[config.mk]
export PLATFORM = sky130hd
export DESIGN_NAME = rf_wr_arbiter
export DESIGN_NICKNAME = d
export VERILOG_FILES = /design/src/rtl/rf_wr_arbiter.sv
export SDC_FILE = /design/constraint.sdc
export NUM_CORES = 1
export LEC_CHECK = 0
export ABC_AREA = 1
export ABC_CLOCK_PERIOD_IN_PS = 1500
export CORE_ASPECT_RATIO = 1.5
export CORE_UTILIZATION = 37
export CTS_CLUSTER_SIZE = 28
export DETAILED_ROUTE_END_ITERATION = 10
export GPL_ROUTABILITY_DRIVEN = 0
export PLACE_DENSITY = 0.79
export SLEW_MARGIN = 20
export SYNTH_ARGS = -nofsm -noshare
export SYNTH_HDL_FRONTEND = slang
export SYNTH_SLANG_ARGS = --single-unit
export TNS_END_PERCENT = 10
[constraint.sdc]
create_clock -name clk -period 1.5 [get_ports clk]
set_input_delay 0.15 -clock clk [delete_from_list [all_inputs] [get_ports clk]]
set_output_delay 0.15 -clock clk [all_outputs]
set_load 0.03 [all_outputs]
[src/rtl/rf_wr_arbiter.sv]
// Round-robin arbiter sharing the register-file write port among NUM_REQ writeback requesters.
// Optional burst lock; define RF_WR_X0_DROP_EN to suppress writes to x0.
module rf_wr_arbiter #(
  parameter int unsigned NUM_REQ   = 2,
  parameter int unsigned MAX_BURST = 8
) (
  input  logic                    clk,
  input  logic                    rst,
  input  logic [NUM_REQ-1:0]      req_valid,
  input  logic [NUM_REQ-1:0]      req_lock,
  input  logic [5*NUM_REQ-1:0]    req_addr,
  input  logic [32*NUM_REQ-1:0]   req_data,
  output logic [NUM_REQ-1:0]      req_ready,
  output logic                    WE,
  output logic [4:0]              A3,
  output logic [31:0]             WD3,
  output logic                    locked,
  output logic [1:0]              lock_owner
);

  localparam int unsigned CntW = $clog2(MAX_BURST + 1);

  typedef enum logic [0:0] {StArb, StLocked} state_e;

  state_e          state_q, state_d;
  logic [1:0]      rr_ptr_q, rr_ptr_d;
  logic [1:0]      owner_q, owner_d;
  logic [CntW-1:0] burst_cnt_q, burst_cnt_d;

  logic [NUM_REQ-1:0] grant;
  logic               found;
  logic               xfer;
  logic [1:0]         gnt_idx;
  logic [4:0]         gnt_addr;
  logic [31:0]        gnt_data;
  logic               gnt_lock;
  logic               wr_en;

  function automatic logic [1:0] wrap_inc(input logic [1:0] v);
    return ((32'(v) + 32'd1) >= NUM_REQ) ? 2'd0 : v + 2'd1;
  endfunction

  // Two passes give the rotated priority: indices >= rr_ptr first, then the wrapped ones.
  always_comb begin
    grant = '0;
    found = 1'b0;
    if (state_q == StLocked) begin
      for (int i = 0; i < NUM_REQ; i++) begin
        if (owner_q == 2'(i)) grant[i] = req_valid[i];
      end
    end else begin
      for (int i = 0; i < NUM_REQ; i++) begin
        if (!found && req_valid[i] && (2'(i) >= rr_ptr_q)) begin
          grant[i] = 1'b1;
          found    = 1'b1;
        end
      end
      for (int i = 0; i < NUM_REQ; i++) begin
        if (!found && req_valid[i] && (2'(i) < rr_ptr_q)) begin
          grant[i] = 1'b1;
          found    = 1'b1;
        end
      end
    end
    if (!rst) grant = '0;
  end

  assign req_ready = grant;

  always_comb begin
    xfer     = 1'b0;
    gnt_idx  = '0;
    gnt_addr = '0;
    gnt_data = '0;
    gnt_lock = 1'b0;
    for (int i = 0; i < NUM_REQ; i++) begin
      if (grant[i]) begin
        xfer     = 1'b1;
        gnt_idx  = 2'(i);
        gnt_addr = req_addr[5*i +: 5];
        gnt_data = req_data[32*i +: 32];
        gnt_lock = req_lock[i];
      end
    end
  end

  always_comb begin
    state_d     = state_q;
    rr_ptr_d    = rr_ptr_q;
    owner_d     = owner_q;
    burst_cnt_d = burst_cnt_q;
    unique case (state_q)
      StArb: begin
        if (xfer) begin
          rr_ptr_d = wrap_inc(gnt_idx);
          if (gnt_lock && (MAX_BURST > 1)) begin
            state_d     = StLocked;
            owner_d     = gnt_idx;
            burst_cnt_d = CntW'(1);
          end
        end
      end
      StLocked: begin
        // Owner idle, lock dropped, or burst exhausted all hand the port back.
        if (!xfer || !gnt_lock || ((32'(burst_cnt_q) + 32'd1) == MAX_BURST)) begin
          state_d     = StArb;
          rr_ptr_d    = wrap_inc(owner_q);
          owner_d     = '0;
          burst_cnt_d = '0;
        end else begin
          burst_cnt_d = burst_cnt_q + CntW'(1);
        end
      end
      default: state_d = StArb;
    endcase
  end

`ifdef RF_WR_X0_DROP_EN
  assign wr_en = xfer && (gnt_addr != 5'd0);
`else
  assign wr_en = xfer;
`endif

  always_ff @(posedge clk or negedge rst) begin
    if (!rst) begin
      state_q     <= StArb;
      rr_ptr_q    <= '0;
      owner_q     <= '0;
      burst_cnt_q <= '0;
      WE          <= 1'b0;
      A3          <= '0;
      WD3         <= '0;
    end else begin
      state_q     <= state_d;
      rr_ptr_q    <= rr_ptr_d;
      owner_q     <= owner_d;
      burst_cnt_q <= burst_cnt_d;
      WE          <= wr_en;
      if (wr_en) begin
        A3  <= gnt_addr;
        WD3 <= gnt_data;
      end
    end
  end

  assign locked     = (state_q == StLocked);
  assign lock_owner = owner_q;

endmodule

==> metrics, run 1 <==
commonest cells after routing, fill and taps aside=nand2_1 (127), clkdlybuf4s50_1 (81), nand3_1 (45), dfrtp_1 (44), dlymetal6s2s_1 (32); Crit-path slowest cell=dfrtp_2; worst-path maximum fanout=5; Num Clock Sinks=45; Post-DP HPWL=around 4400 um; Post-DRT Antenna Nets=0; Setup CP Type=reg2out; Comb pwr share=49.0%; via count=2171; chip height=93.26 um; #FFs+latches synth=45; Mapped Area=2054 sq um; fin nets=between 400 and 500; Register Area=around 1100 sq um; internal power=~3.2 mW; VDD IR max=about 800 uV; Vias/cell=4.761; setup violators final=1; Longest Clk Path Bufs=2; diodes inserted=0; critical path, cell by cell=nand2_2, inv_2, nor2_4, nand2_2, inv_4, buf_12, buf_8; footprint of the multi-input gates=840.8 sq um; critical path's largest stage delay=~460 ps; RSZ-0062 raised after global routing=true; fin crit share=102.6%; row count=32; wire length of the first global-routing pass=9880 um; status=complete, but fails checks; worst setup margin=-38.70 ps; area growth from synthesis to layout=76.31%; CP dominant cell by count=nand2_2; main combinational cell family by area after synthesis=simple AND/OR/NAND/NOR gates; Clock power frac=16.3%; layout cells sized above 1=a little over 10%; WL per Instance=approximately 14 um; Hold Vio Cnt, Final=0; vias in the first global route=around 2.2k; Req. time, crit path=1350 ps; total CTS buffers=5; simple-gate share of the synthesized area=36.78%; Fin Clk Skew=roughly 3.6 ps; max-slew violation count=0; H-tree levels=2; commonest non-fill, non-tap cell in the layout=nand2_1; Total Wirelength=6233 um; Core Box Area=~5200 sq um; antenna violations before repair=0; CTS Root Cell=clkbuf_8; Switch Pwr=approximately 2.2 mW; Max-slew headroom=between 60 and 70%; Pwr Density=1488 nW/um^2; syn nets=roughly 340; Critical Path AT=1390 ps; Avg Cell Area, Syn=around 8.0 sq um; number of synthesis warnings=0; max capacitance violation total=0; switching part of the total=around two fifths; DRC=0; xor-xnor portion of the synthesized cell area=less than 1%; post-layout min period=1539 ps; leakage power=1.999 nW; initial core utilization=about 39%; Fin Setup TNS=-38.70 ps; # hold bufs at CTS=0; failing checks=setup timing; post-placement setup slack=-101.8 ps; die area=around 5900 sq um; Synth Instances=257; worst slew pin tran=approximately 560 ps; Critical Path End Type=output pin; fmax=between 600 and 700 MHz; port bufs=between 100 and 150; top cell type's share of synthesized area=between 50% and 60%; Clk Latency, worst-skew pair=approximately 300 ps; largest net degree at the start of global routing=between 40 and 50; synth top area cells=dfrtp_1 (55%), nand2_1 (24%), nand3_1 (11%); GRT Total Usage=between 20 and 25%; worst hold path class=in2async; CTS tree=built; Iter 0 DRT Violations=~110; chip width=about 63 um; Seq pwr share=about a third; Reg clk slew, reported paths=~80 ps; fillers=~430; Yosys top cell by area=dfrtp_1; startpoint type of the worst setup path=register; Pre-Repair DR Iteration Count=4; sequential share of the synthesized area=around 55%; mux contribution to synthesized area=0%; Synth Area in Adders=less than 1%; Synth Area in Compound Gates=0.9744%; gr ovfl total=0; synth unique cells=19; # IOs=between 100 and 150
[routing by layer]
layer	track usage, %	routed length (um)	vias to the layer above	share of wire, %
met5	0	0	-	0
met4	8.333	153	0	2.5
met3	4.512	333	13	5.3
met2	38.77	3347	86	54
met1	25.37	2400	1002	39
li1	-	-	1070	-
[Yosys cell counts]
cell	n
xnor2_1	1
inv_2	4
nand2_1	131
clkbuf_1	1
buf_4	4
nand3b_1	1
a21oi_1	2
conb_1	1
o21ai_0	2
buf_6	3
nor2_2	1
dfrtp_1	45
buf_2	5
ha_1	1
nor2_1	4
inv_1	3
nand3_1	46
nor3_1	1
xor2_1	1
[worst paths after layout]
kind	start	endpoint	slack [ps]	depth (start not counted)
worst max-delay path	locked$_DFF_PN0_	req_ready[0]	-40	7
worst min-delay path	rst	lock_owner[0]$_DFFE_PN0P_	20	2
worst max register to register	locked$_DFF_PN0_	A3[0]$_DFFE_PN0P_	60	9
worst min register to register	WD3[28]$_DFFE_PN0P_	WD3[28]$_DFFE_PN0P_	480	2
max in group asynchronous	rst	locked$_DFF_PN0_	1080	2
min in group clk	req_data[58]	WD3[26]$_DFFE_PN0P_	420	3
[worst max-delay path: cells and delay by family (launching register included)]
family	cells	cell delay, ps
flip-flops	1	460
AND/OR/NAND/NOR	3	280
buffers and inverters	4	360
[power groups by stage]
stage | clock [mW] | sequential (mW) | combinational [mW]
floorplan | 0 | 2.66 | 0.650
global placement | 0 | 1.88 | 2.62
detailed placement | 0 | 1.89 | 2.66
CTS | 0.902 | 1.87 | 2.65
global route | 0.958 | 1.93 | 2.84
finish | 0.878 | 1.87 | 2.64
[flip-flops by register name, summed over array words and instances, names as in the netlist]
name	count
A3	5
WD3	32
WE	1
burst_cnt_q	4
lock_owner	1
locked	1
rr_ptr_q	1
[what timing repair did]
item / in CTS / in global routing
gates cloned: 0 / 0
gates resized for setup: 8 / 45
endpoints found under the hold margin: 0 / 0
setup endpoints to repair: 7 / 74
pin swaps: 1 / 4
setup buffers: 1 / 5
[through the flow]
step                instances  cell area [sq um]  hold WS [ps]  total power [mW]  utilization (%)
global route              456               3622         63.25             5.723            69.06
floorplan                 257               2054        -145.6             3.306                -
global placement          444               3356         355.9             4.501            63.98
CTS                       452               3472         32.04             5.423            66.20
finish                    456               3622         18.13             5.390            69.06
detailed placement        444               3356         353.6             4.554            63.98
[cell type report]
cell class,count,area share [%]
Timing Repair Buffer,137,39.52
Sequential cell,45,31.12
Multi-Input combinational cell,192,23.21
Tap cell,68,2.349
Clock buffer,5,1.900
Clock inverter,2,0.9672
Inverter,7,0.9326
[kinds of logic (layout without fill, tap and decap cells)]
kind of cell    count (synthesis)  in the layout
simple gates                  184            184
flops                          45             45
buf+inv                        20            151
compound gates                  4              4
xor+xnor                        2              2
fa+ha+maj                       1              1
other cells                     1              1
No activity file was read; power rests on OpenSTA's default activity.
==> run 2: changes to the inputs <==
--- a/config.mk
+++ b/config.mk
@@ -8,6 +8,7 @@
 export ABC_AREA = 1
 export ABC_CLOCK_PERIOD_IN_PS = 1500
 export CORE_ASPECT_RATIO = 1.5
+export CORE_MARGIN = 10
 export CORE_UTILIZATION = 37
 export CTS_CLUSTER_SIZE = 28
 export DETAILED_ROUTE_END_ITERATION = 10
==> run 2 against run 1 <==
Compared with the run above: the run still ends with setup timing left; critical path depth grew 3; worst setup slack lost 37 ps; count of clock-buffer cells in the layout is the same; fmax shrank 2.4%; non-clock buffer count grew 7; die area grew 53%; largest cell class unchanged; largest power group unchanged.
==> metrics, run 2 (synthesized netlist as in run 1, its figures left out) <==
setup violators final=39 (+38); die area=8994 sq um (+53%); footprint of the multi-input gates=875.8 sq um (+4.2%); fin crit share=105.1% (+2.5 points); fin nets=476 (+1.5%); max capacitance violation total=0 (unchanged); max reg flops=32 (unchanged); fmax=634.5 MHz (-2.4%); critical path, cell by cell=inv_4, nand3b_1, nand2_1, inv_2, buf_6, nor2_4, buf_12, clkbuf_16, nand2_1, nand3_1; row count=33 (+3.1%); commonest non-fill, non-tap cell in the layout=nand2_1; Register Area=1127 sq um (unchanged); startpoint type of the worst setup path=register; CTS Root Cell=clkbuf_8; worst-path maximum fanout=7 (+2); # hold bufs at CTS=0 (unchanged); VDD IR max=778.1 uV (-2.3%); Register-to-Register Path Depth=10 (+1); CP startpoint=locked$_DFF_PN0_; FF-to-FF setup slack=-80 ps (-140 ps); via count=2241 (+3.2%); critical path endpoint=WD3[11]$_DFFE_PN0P_; WL per Instance=16.41 um (+20%); Cell Area, Placed=3388 sq um (+0.97%); Req. time, crit path=1730 ps (+380 ps); critical path's largest stage delay=470 ps (about the same); Vias/cell=4.819 (+1.2%); worst setup margin=-76.12 ps (-37.42 ps); failing checks=setup timing; placed cells=445 (+0.23%); design area=3784 sq um (+4.5%); Num Clock Sinks=45 (unchanged); leakage power=2.022 nW (+1.1%); chip height=111.3 um (+19%); Biggest register=WD3; layout cells sized above 1=13.67% (+3.6 points); Total Wirelength=7630 um (+22%); gr ovfl total=0 (unchanged); area growth from synthesis to layout=84.17%; diodes inserted=0 (unchanged); largest net degree at the start of global routing=46 (unchanged); Pre-Repair DR Iteration Count=4 (unchanged); Fin Clk Skew=5.659 ps (+2.041 ps); Clk Latency, worst-skew pair=290 ps (about the same); DRC=0 (unchanged); antenna violations before repair=0 (unchanged); Max-slew headroom=62.68% (+0.22 points); CP dominant cell by count=nand2_1; # IOs=123 (unchanged); Critical Path AT=1810 ps (+420 ps); Core Box Area=5450 sq um (+3.9%); Hold Vio Cnt, Final=0 (unchanged); RSZ-0062 raised after global routing=true; critical path depth in cells=10 (+3); Post-Layout Cell Count=465 (+2.0%); worst slew pin tran=559.8 ps (-3.367 ps); worst path buffer plus inverter count=5 (+1); initial core utilization=37.70% (-1.5 points); post-layout min period=1576 ps (+37.42 ps); total CTS buffers=5 (unchanged); Reg clk slew, reported paths=90 ps (about the same); Critical R2R Launch=locked$_DFF_PN0_; worst hold path class=in2async; kind of cell adding the most delay to the critical path=buffers and inverters; commonest cells after routing, fill and taps aside=nand2_1 (123), clkdlybuf4s50_1 (83), dfrtp_1 (44), nand3_1 (41), dlymetal6s2s_1 (24); H-tree levels=2 (unchanged); reg2reg end=WD3[11]$_DFFE_PN0P_; Pwr Density=1485 nW/um^2 (-0.19%); Longest Clk Path Bufs=2 (unchanged); Post-DP HPWL=5495 um (+25%); wire length of the first global-routing pass=10710 um (+8.4%); Setup CP Type=reg2reg; Critical Path End Type=register; fillers=445 (+4.2%); Post-DRT Antenna Nets=0 (unchanged); chip width=80.84 um (+29%); Crit-path slowest cell=dfrtp_2; port bufs=121 (unchanged); GRT Total Usage=14.90% (-6.9 points); vias in the first global route=2077 (-3.8%); max-slew violation count=0 (unchanged); status=complete, but fails checks; Iter 0 DRT Violations=112 (+2.8%); CTS tree=built; largest registers=WD3: 32 flops, A3: 5 flops, burst_cnt_q: 4 flops
run 2: worst reg2reg max path: stages (launching register included):
cell and delay (ps):
dfrtp_2 470, inv_4 100, nand3b_1 100, nand2_1 120, inv_2 60, buf_6 120, nor2_4 120, buf_12 130
clkbuf_16 150, nand2_1 60, nand3_1 80
run 2: timing repair:
item	4_1_cts	5_1_grt
pin swaps	3	4
endpoints found under the setup margin	13	66
gates resized for setup	19	43
setup buffers	2	8
gates cloned	0	3
run 2: power breakdown:
| part | leakage [nW] | switching [mW] | internal (mW) |
|---|---|---|---|
| logic | 1.41 | 1.62 | 1.23 |
| registers | 0.554 | 0.254 | 1.63 |
| clock network | 0.0540 | 0.402 | 0.485 |
run 2: stage by stage:
| stage | power [mW] | TNS, ps | worst slack, ps | util [%] | hold WS [ps] |
|---|---|---|---|---|---|
| 2_1_floorplan | 3.306 | 0 | 53.82 | - | -145.6 |
| 4_1_cts | 5.477 | -145.2 | -67.66 | 64.58 | 38.31 |
| 3_3_place_gp | 4.567 | -920.6 | -31.32 | 62.17 | 358.9 |
| 5_1_grt | 5.948 | -3598 | -138.3 | 69.42 | 60.40 |
| 3_5_place_dp | 4.630 | -2501 | -105.6 | 62.17 | 356.9 |
| 6_report | 5.619 | -1126 | -76.12 | 69.42 | 21.35 |
run 2: layer usage:
metal	part of all wire, %	up-vias	GRT usage [%]
met4	1.0	0	3.592
met2	53	87	25.80
li1	-	1089	-
met5	0	-	0
met3	9.2	8	4.951
met1	36	1057	16.84
run 2: final cells by class:
cell class	instances	area share, %
inverter	7	0.7606
sequential	45	29.79
clock inverter	2	0.9259
multi-input combinational	192	23.15
timing repair buffer	144	41.24
tap	70	2.315
clock buffer	5	1.819
run 2: worst min path at each step:
| stage | startpoint | slack (ps) | depth (start not counted) | to |
|---|---|---|---|---|
| CTS | rst | 40 | 2 | WD3[7]$_DFFE_PN0P_ |
| detailed placement | rst | 360 | 2 | WD3[5]$_DFFE_PN0P_ |
| global placement | rst | 360 | 2 | WD3[5]$_DFFE_PN0P_ |
| finish | rst | 20 | 2 | WD3[7]$_DFFE_PN0P_ |
| floorplan | rst | -150 | 0 | A3[0]$_DFFE_PN0P_ |
| global route | rst | 60 | 2 | WD3[7]$_DFFE_PN0P_ |
